## config.mk

```make
export PLATFORM = sky130hd
export DESIGN_NAME = uart_tx_fifo_flat
export DESIGN_NICKNAME = d
export VERILOG_FILES = /design/src/rtl/uart_tx_fifo_if.sv /design/src/rtl/uart_tx_fifo.sv /design/src/flat_wrapper.sv
export SDC_FILE = /design/constraint.sdc
export NUM_CORES = 1
export LEC_CHECK = 0
export CORE_MARGIN = 5
export CORE_UTILIZATION = 24
export DETAILED_ROUTE_END_ITERATION = 16
export HOLD_SLACK_MARGIN = 0.05
export MAX_ROUTING_LAYER = met4
export PLACE_DENSITY = 0.35
export SLEW_MARGIN = 20
export SYNTH_ARGS = -nofsm -noshare
export SYNTH_HDL_FRONTEND = slang
export SYNTH_SLANG_ARGS = --single-unit
```

## constraint.sdc

```tcl
create_clock -name clk -period 6.8 [get_ports clk]
set_input_delay 1.02 -clock clk [delete_from_list [all_inputs] [get_ports clk]]
set_output_delay 1.02 -clock clk [all_outputs]
set_load 0.05 [all_outputs]
```

## src/rtl/uart_tx_fifo_if.sv

```systemverilog
// uart_tx_fifo_if: write-side bundle of the buffered UART transmitter.
// Producer drives wr_en/wr_data; the FIFO returns its level flags.
interface uart_tx_fifo_if #(
   parameter int DATA_W     = 8,
   parameter int FIFO_DEPTH = 16
);
   localparam int CW = $clog2(FIFO_DEPTH + 1);

   logic              wr_en;
   logic [DATA_W-1:0] wr_data;
   logic              full;
   logic              empty;
   logic [CW-1:0]     count;
   logic              overflow;

   modport master (
      output wr_en, wr_data,
      input  full, empty, count, overflow
   );

   modport slave (
      input  wr_en, wr_data,
      output full, empty, count, overflow
   );
endinterface

```

## src/rtl/uart_tx_fifo.sv

```systemverilog
// uart_tx_fifo: FIFO-buffered LSB-first UART transmitter.
// Define UART_TX_PARITY_EN to append an even-parity bit per frame.
module uart_tx_fifo #(
   parameter int DATA_W       = 8,
   parameter int CLKS_PER_BIT = 868,
   parameter int FIFO_DEPTH   = 16,
   parameter int STOP_BITS    = 1
) (
   input  logic          clk,
   input  logic          rst_n,
   uart_tx_fifo_if.slave wr,
   output logic          busy,
   output logic          tx
);
   localparam int AW = (FIFO_DEPTH > 1) ? $clog2(FIFO_DEPTH) : 1;
   localparam int CW = $clog2(FIFO_DEPTH + 1);
   localparam int BW = $clog2(CLKS_PER_BIT);
   localparam int NW = $clog2(DATA_W);
   localparam logic [BW-1:0] BAUD_LAST = BW'(CLKS_PER_BIT - 1);
   localparam logic [NW-1:0] DATA_LAST = NW'(DATA_W - 1);
   localparam logic [NW-1:0] STOP_LAST = NW'(STOP_BITS - 1);
   localparam logic [CW-1:0] DEPTH_C   = CW'(FIFO_DEPTH);

`ifdef UART_TX_PARITY_EN
   typedef enum logic [2:0] {
      S_IDLE, S_START, S_DATA, S_PARITY, S_STOP
   } state_t;
`else
   typedef enum logic [1:0] {
      S_IDLE, S_START, S_DATA, S_STOP
   } state_t;
`endif

   logic [DATA_W-1:0] mem_q [FIFO_DEPTH];
   logic [AW-1:0]     wr_ptr_q, wr_ptr_d;
   logic [AW-1:0]     rd_ptr_q, rd_ptr_d;
   logic [CW-1:0]     count_q, count_d;
   logic              ovf_q, ovf_d;
   state_t            state_q, state_d;
   logic [BW-1:0]     baud_q, baud_d;
   logic [NW-1:0]     bit_q, bit_d;
   logic [DATA_W-1:0] sh_q, sh_d;
   logic              tx_q, tx_d;
`ifdef UART_TX_PARITY_EN
   logic              par_q, par_d;
`endif

   logic              full, empty;
   logic              push, pop, tick;
   logic [DATA_W-1:0] head;

   assign full  = (count_q == DEPTH_C);
   assign empty = (count_q == '0);
   assign push  = wr.wr_en && !full;
   assign head  = mem_q[rd_ptr_q];
   assign tick  = (baud_q == BAUD_LAST);

   assign wr.full     = full;
   assign wr.empty    = empty;
   assign wr.count    = count_q;
   assign wr.overflow = ovf_q;
   assign busy        = (state_q != S_IDLE);
   assign tx          = tx_q;

   // A pop never frees a slot for a write in the same cycle.
   always_comb begin
      wr_ptr_d = wr_ptr_q;
      rd_ptr_d = rd_ptr_q;
      count_d  = count_q;
      ovf_d    = wr.wr_en && full;
      if (push) wr_ptr_d = wr_ptr_q + AW'(1);
      if (pop)  rd_ptr_d = rd_ptr_q + AW'(1);
      if (push && !pop)
         count_d = count_q + CW'(1);
      else if (pop && !push)
         count_d = count_q - CW'(1);
   end

   always_comb begin
      state_d = state_q;
      baud_d  = tick ? '0 : baud_q + BW'(1);
      bit_d   = bit_q;
      sh_d    = sh_q;
      pop     = 1'b0;
`ifdef UART_TX_PARITY_EN
      par_d   = par_q;
`endif
      unique case (state_q)
         S_IDLE: begin
            baud_d = '0;
            if (!empty) begin
               pop     = 1'b1;
               sh_d    = head;
`ifdef UART_TX_PARITY_EN
               par_d   = ^head;
`endif
               state_d = S_START;
            end
         end
         S_START: begin
            if (tick) begin
               bit_d   = '0;
               state_d = S_DATA;
            end
         end
         S_DATA: begin
            if (tick) begin
               sh_d = sh_q >> 1;
               if (bit_q == DATA_LAST) begin
                  bit_d   = '0;
`ifdef UART_TX_PARITY_EN
                  state_d = S_PARITY;
`else
                  state_d = S_STOP;
`endif
               end else begin
                  bit_d = bit_q + NW'(1);
               end
            end
         end
`ifdef UART_TX_PARITY_EN
         S_PARITY: begin
            if (tick) begin
               bit_d   = '0;
               state_d = S_STOP;
            end
         end
`endif
         S_STOP: begin
            if (tick) begin
               if (bit_q == STOP_LAST) begin
                  bit_d = '0;
                  // Chain straight into the next start bit.
                  if (!empty) begin
                     pop     = 1'b1;
                     sh_d    = head;
`ifdef UART_TX_PARITY_EN
                     par_d   = ^head;
`endif
                     state_d = S_START;
                  end else begin
                     state_d = S_IDLE;
                  end
               end else begin
                  bit_d = bit_q + NW'(1);
               end
            end
         end
         default: state_d = S_IDLE;
      endcase
   end

   // Line level follows the next state so tx stays a clean flop.
   always_comb begin
      tx_d = 1'b1;
      unique case (state_d)
         S_IDLE:   tx_d = 1'b1;
         S_START:  tx_d = 1'b0;
         S_DATA:   tx_d = sh_d[0];
`ifdef UART_TX_PARITY_EN
         S_PARITY: tx_d = par_d;
`endif
         S_STOP:   tx_d = 1'b1;
         default:  tx_d = 1'b1;
      endcase
   end

   always_ff @(posedge clk) begin
      if (push) mem_q[wr_ptr_q] <= wr.wr_data;
   end

   always_ff @(posedge clk or negedge rst_n) begin
      if (!rst_n) begin
         wr_ptr_q <= '0;
         rd_ptr_q <= '0;
         count_q  <= '0;
         ovf_q    <= 1'b0;
         state_q  <= S_IDLE;
         baud_q   <= '0;
         bit_q    <= '0;
         sh_q     <= '0;
         tx_q     <= 1'b1;
`ifdef UART_TX_PARITY_EN
         par_q    <= 1'b0;
`endif
      end else begin
         wr_ptr_q <= wr_ptr_d;
         rd_ptr_q <= rd_ptr_d;
         count_q  <= count_d;
         ovf_q    <= ovf_d;
         state_q  <= state_d;
         baud_q   <= baud_d;
         bit_q    <= bit_d;
         sh_q     <= sh_d;
         tx_q     <= tx_d;
`ifdef UART_TX_PARITY_EN
         par_q    <= par_d;
`endif
      end
   end
endmodule
```

## src/flat_wrapper.sv

```systemverilog
// flat-port wrapper written by rule: the top's interface ports become plain ports
module uart_tx_fifo_flat 
#(
   parameter int DATA_W       = 8,
   parameter int CLKS_PER_BIT = 868,
   parameter int FIFO_DEPTH   = 16,
   parameter int STOP_BITS    = 1
)
  (clk, rst_n, busy, tx, wr_wr_en, wr_wr_data, wr_full, wr_empty, wr_count, wr_overflow);
  uart_tx_fifo_if #(.DATA_W(DATA_W), .FIFO_DEPTH(FIFO_DEPTH)) wr_i ();
  input  logic clk;
  input  logic rst_n;
  output logic busy;
  output logic tx;
  input wire logic [$bits(wr_i.wr_en)-1:0] wr_wr_en;
  input wire logic [$bits(wr_i.wr_data)-1:0] wr_wr_data;
  output wire logic [$bits(wr_i.full)-1:0] wr_full;
  output wire logic [$bits(wr_i.empty)-1:0] wr_empty;
  output wire logic [$bits(wr_i.count)-1:0] wr_count;
  output wire logic [$bits(wr_i.overflow)-1:0] wr_overflow;
  assign wr_i.wr_en = wr_wr_en;
  assign wr_i.wr_data = wr_wr_data;
  assign wr_full = wr_i.full;
  assign wr_empty = wr_i.empty;
  assign wr_count = wr_i.count;
  assign wr_overflow = wr_i.overflow;
  uart_tx_fifo #(.DATA_W(DATA_W), .CLKS_PER_BIT(CLKS_PER_BIT), .FIFO_DEPTH(FIFO_DEPTH), .STOP_BITS(STOP_BITS)) u_core (.clk(clk), .rst_n(rst_n), .wr(wr_i), .busy(busy), .tx(tx));
endmodule
```

==> run summary, run 1 <==
Status -> finished clean
Initial antenna violation count -> 0
Wire length on met2 -> 8500 um
H-tree depth -> 4
Post-synthesis compound-gate area fraction -> 0.0721
Pwr per Cell Area -> 448 mW/mm^2
Unrepaired setup endpoints after global routing -> false
Mapped Nets -> 480
Post-synthesis mux area share -> 0.103
Tmin final -> 3700 ps
Leading cell types by total area after synthesis -> edfxtp_1, dfrtp_1, mux4_2
Clock Path Buffers -> 2
HPWL after DPL -> 11400 um
Largest net degree at the start of global routing -> 39
Number of DRC markers in iteration 0 -> 227
Leak -> 0.00293 uW
Area share of the largest cell type after synthesis -> 0.543
Synth Area in Simple Gates -> 0.0654
Commonest cells after routing, fill and taps aside -> edfxtp_1, dfrtp_1, nor2_1
Total congestion overflow -> 0
FP Rows -> 62
Core area -> 0.0289 mm^2
Setup Skew -> 17.5 ps
DR DRC count -> 0
Global-route wire length before repair -> 26300 um
Slew HR -> 0.358
Setup Fix Bufs, Post-CTS -> 0
Mapped Area -> 0.00708 mm^2
Crit Path Max Fanout -> 6
Finish-stage setup viols -> 0
Ys Warns -> 0
Most common cell after layout, fill and taps aside -> edfxtp_1
Tot GR Track Use -> 0.110
Mapped Avg Cell Area -> 15.8 um^2
Xor and xnor area share after synthesis -> 0.0235
Seq/Total Area, Yosys -> 0.677
Max Fclk -> 270 MHz
Root Driver -> clkbuf_16
Later-pin clock latency in the skew report -> 440 ps
Initial Util -> 0.245
Fillers -> 2882
CP Capture Type -> primary output
Hold WS -> 484 ps
Area of the multi-input gates -> 0.00214 mm^2
Seq cells post-synth -> 166
Sinks on the clock net -> 166
Startpoint Class -> register
NumNets Final -> 506
Netlist cell types -> 53
Setup TNS -> 0 ps
Hold Vio Cnt, Final -> 0
Via Count -> 3865
Max Cap Violations -> 0
Cts hold-fix bufs -> 0
Clk pin slew, worst setup/hold paths -> 70 ps
Die Width -> 182 um
Mean routed wirelength per cell -> 19.7 um
WL final -> 17200 um
CTS resizes -> 0
EDFF count, synth -> 128
ANT cells -> 0
Ys async rst share -> 0.229
Met3 WL -> 349 um
Worst Path Arrival -> 2680 ps
Die ar. -> 0.0330 mm^2
Die Ht -> 182 um
Vias per inst -> 4.44
Port bufs -> 20
Worst Path Class, Setup -> register to primary output
Cells after Synth -> 448
Final slew viol count -> 0
Worst VDD drop -> 0.202 mV
Required time of the critical path -> 5780 ps
TritonCTS clock tree -> yes
Initial DRT Pass Iterations -> 4
Io pins -> 21
Final period util -> 0.544
Synth-to-layout area growth -> 18.1%
Antenna-violating nets left -> 0
Yosys top cell by area -> edfxtp_1
Register Area -> 0.00480 mm^2
GP Congestion -> 0.764
Least-Margin Pin Slew -> 959 ps
Synth Area in Adders -> 0.0382
Highest Signal Layer -> met4
Layout cells sized above 1 -> 0.136
Vias in the first global route -> 4120
Largest family of logic cells by synthesized area -> multiplexers
DRT met1 WL -> 8110 um
Hold Path Class -> register to register
Ys flop type -> edfxtp_1
Total CTS buffers -> 17
## critical path, cell delays in order (launching register included)
cell	delay (ps)
dfrtp_1	440
nor4_1	520
nor2b_1	410
clkdlybuf4s50_1	890
## registers in the layout, summed over array words and instances (netlist names)
name,count
u_core.bit_q,3
u_core.state_q,2
u_core.rd_ptr_q,4
u_core.tx,1
u_core.sh_q,8
u_core.baud_q,10
u_core.wr.overflow,1
u_core.wr_ptr_q,4
u_core.wr.count,5
u_core.mem_q,128
## synth_stat cells (all sizes together) (3+ instances only)
master    n
xor2      6
nand3     5
and3      3
a21oi     5
and2      5
edfxtp  128
mux2i    27
a22oi     7
inv      14
a21o      4
dfrtp    37
buf       9
nor2b     5
o21ai    14
mux2      3
mux4     19
nor3      8
a221oi   11
nand2    17
a211oi    7
nand2b    4
nor2     30
clkbuf   10
xnor2    13
nand3b    3
ha       20
a221o     6
## per-layer routing
layer  track usage  up-vias
met2         0.176       38
met5             -        -
li1              -     1796
met1         0.141     2018
met3        0.0188       13
met4        0.0396        0
## per-stage QoR
| stage | instance area [um^2] | std cells | setup slack [ps] | utilization | power [uW] |
|---|---|---|---|---|---|
| after floorplan | 7080 | 448 | 2710 | - | 2320 |
| after global placement | 7710 | 839 | 3040 | 0.267 | 2760 |
| after detailed placement | 7710 | 839 | 3060 | 0.267 | 2760 |
| after CTS | 8360 | 871 | 3060 | 0.289 | 3830 |
| after global routing | 8360 | 871 | 2740 | 0.289 | 3980 |
| final | 8360 | 871 | 3100 | 0.289 | 3750 |
## cells by family after synthesis
group           count (synthesis)
xor+xnor                       19
compound gates                 68
flops                         166
buf+inv                        33
fa+ha+maj                      21
simple gates                   92
mux                            49
## path summary, 6_finish.rpt
path	from	endpoint	slack, ps	cells after the start
setup / recovery	u_core.wr.count[0]	wr_empty	3100	3
hold / removal	u_core.sh_q[7]	u_core.sh_q[7]	480	1
setup reg to reg	u_core.wr.count[0]	u_core.wr.count[4]	3120	13
hold reg to reg	u_core.sh_q[7]	u_core.sh_q[7]	480	1
max in group asynchronous	rst_n	u_core.rd_ptr_q[0]	5440	1
min in group asynchronous	rst_n	u_core.wr.count[1]	730	1
## final cells by class
class                   count  area share
clock inverters            15      0.0268
flip-flops and latches    166       0.574
well taps                 384      0.0574
clock buffers              17      0.0509
inverters                  14     0.00628
repair buffers             26      0.0287
multi-input cells         249       0.256
## power by group
part | total (uW) | switching, uW | internal, uW
clock network | 1050 | 476 | 574
logic | 1280 | 754 | 525
registers | 1420 | 159 | 1260
No activity file was read; power rests on OpenSTA's default activity.
==> inputs of run 2 (changes only) <==
clock period = 3.55 ns   (was 6.8 ns; I/O delays follow)
==> run summary, run 2 (synthesized netlist as in run 1, its figures left out) <==
Tmin final -> 3260 ps
CP Capture Type -> register
Tot Pwr -> 7050 uW (+88%)
Share of total power in combinational logic -> 0.366 (+0.025)
Worst VDD drop -> 0.293 mV (+45%)
Vias in the first global route -> 4199 (+1.9%)
Hold Vio Cnt, Final -> 0 (unchanged)
Clock power share -> 0.257 (-0.023)
DR DRC count -> 0 (unchanged)
Slew HR -> 0.380 (+0.0215)
Startpoint Class -> register
Via Count -> 3944 (+2.0%)
TritonCTS clock tree -> yes
Die Width -> 182 um (unchanged)
Max stage delay on crit path -> 490 ps (-400 ps)
Clock Path Buffers -> 2 (unchanged)
Slowest-stage cell, CP -> or4b_4
Switch Pwr -> 2610 uW (+88%)
Tot GR Track Use -> 0.111 (+0.000780)
Io pins -> 21 (unchanged)
Worst path bufs/invs -> 2 (+1)
Number of DRC markers in iteration 0 -> 247 (+8.8%)
Initial DRT Pass Iterations -> 4 (unchanged)
Total congestion overflow -> 0 (unchanged)
ANT cells -> 0 (unchanged)
Sinks on the clock net -> 166 (unchanged)
Worst Path Arrival -> 3570 ps (+890 ps)
Die ar. -> 0.0330 mm^2 (unchanged)
Most common cell after layout, fill and taps aside -> edfxtp_1
Status -> finished clean
WL final -> 17200 um (+0.10%)
Global-route wire length before repair -> 26600 um (+0.92%)
Most frequent CP cell -> ha_1
Setup Fix Bufs, Post-CTS -> 0 (unchanged)
Antenna-violating nets left -> 0 (unchanged)
Max Fclk -> 306 MHz
Unrepaired setup endpoints after global routing -> false
Largest net degree at the start of global routing -> 39 (unchanged)
Clk pin slew, worst setup/hold paths -> 70 ps (about the same)
Vias per inst -> 4.43 (-0.13%)
Commonest cells after routing, fill and taps aside -> edfxtp_1, dfrtp_1, nor2_1
Pwr per Cell Area -> 834 mW/mm^2 (+86%)
GP Congestion -> 0.743 (-2.8%)
Worst Path Class, Setup -> register to register
Hold Path Class -> input port to asynchronous set/reset pin
CTS resizes -> 0 (unchanged)
H-tree depth -> 4 (unchanged)
Least-Margin Pin Slew -> 930 ps (-28.7 ps)
Cts hold-fix bufs -> 0 (unchanged)
Die Ht -> 182 um (unchanged)
Required time of the critical path -> 3850 ps (-1930 ps)
Top Family by Delay on Critical Path -> simple AND/OR/NAND/NOR gates
Crit Path Max Fanout -> 4 (-2)
Max reg flops -> 128 (unchanged)
Setup Skew -> 15.5 ps (-2.07 ps)
Setup TNS -> 0 ps (unchanged)
Leak -> 0.00300 uW (+2.6%)
Hold WS -> 248 ps (-236 ps)
Most flops, register -> u_core.mem_q
Final period util -> 0.920
Later-pin clock latency in the skew report -> 430 ps (about the same)
Core area -> 0.0289 mm^2 (unchanged)
Worst-path cell chain -> ha_1, or4b_4, nor4_1, o21bai_1, nor2_1, inv_1, ha_1, inv_1, ha_1, a21o_1, a21oi_1, xnor2_1, nor2_1, xor2_1
NumNets Final -> 525 (+3.8%)
Root Driver -> clkbuf_16
Final slew viol count -> 0 (unchanged)
Initial antenna violation count -> 0 (unchanged)
Switch share -> 0.371 (about the same)
Mean routed wirelength per cell -> 19.3 um (-2.0%)
Seq pwr share -> 0.377 (about the same)
Synth-to-layout area growth -> 19.4%
FP Rows -> 62 (unchanged)
Largest regs -> u_core.mem_q: 128 flops, u_core.baud_q: 10 flops, u_core.sh_q: 8 flops
Layout cells sized above 1 -> 0.168 (+0.0325)
Port bufs -> 20 (unchanged)
Initial Util -> 0.245 (unchanged)
Finish-stage setup viols -> 0 (unchanged)
HPWL after DPL -> 11600 um (+1.6%)
Max Cap Violations -> 0 (unchanged)
Total CTS buffers -> 17 (unchanged)
Int Pwr -> 4440 uW (+88%)
run 2: cell count changes in the layout (fill, tap and decap cells not counted), sizes merged:
cell and change:
buf +19, bufinv -2, inv +2
run 2: per-stage QoR:
step,std cells,util,instance area (um^2),setup WS [ps]
finish,890,0.292,8460,285
global route,890,0.292,8460,7.06
CTS,890,0.292,8460,253
detailed placement,858,0.272,7880,266
global placement,858,0.272,7880,366
floorplan,448,-,7100,19.7
run 2: worst paths after layout:
| kind | from | end | slack [ps] | cells past startpoint |
|---|---|---|---|---|
| setup / recovery | u_core.baud_q[0] | u_core.wr.count[4] | 290 | 14 |
| hold / removal | rst_n | u_core.wr.count[0] | 250 | 1 |
| setup reg to reg | u_core.baud_q[0] | u_core.wr.count[4] | 290 | 14 |
| hold reg to reg | u_core.sh_q[7] | u_core.sh_q[7] | 490 | 1 |
| max in group asynchronous | rst_n | u_core.rd_ptr_q[0] | 2660 | 1 |
| min in group clk | u_core.sh_q[7] | u_core.sh_q[7] | 490 | 1 |
run 2: cell type report:
cell class | instances | area (um^2)
Fill cell | 2875 | 20500
Sequential cell | 166 | 4800
Multi-Input combinational cell | 249 | 2160
Tap cell | 384 | 480
Clock buffer | 17 | 425
Timing Repair Buffer | 45 | 395
Clock inverter | 15 | 150
Inverter | 14 | 52.6
run 2: worst reg2reg max path, stage by stage (launching register included):
cell      delay [ps]
dfrtp_1          400
ha_1             220
or4b_4           490
nor4_1           360
o21bai_1         130
nor2_1           140
inv_1             70
ha_1             220
inv_1            130
ha_1             290
a21o_1           190
a21oi_1          160
xnor2_1          130
nor2_1            60
xor2_1           140
run 2: power groups by stage:
stage / Clock (uW) / Sequential, uW / Combinational (uW)
3_5_place_dp: 0 / 2700 / 2640
3_3_place_gp: 0 / 2690 / 2620
6_report: 1810 / 2660 / 2590
2_1_floorplan: 0 / 2710 / 1750
4_1_cts: 1880 / 2660 / 2650
5_1_grt: 1960 / 2700 / 2830
run 2: layer usage:
layer | up-vias | track usage | routed length [um]
met5 | - | - | 0
met1 | 2058 | 0.148 | 8350
met3 | 8 | 0.0194 | 313
met2 | 41 | 0.173 | 8410
li1 | 1837 | - | -
met4 | 0 | 0.0342 | 142
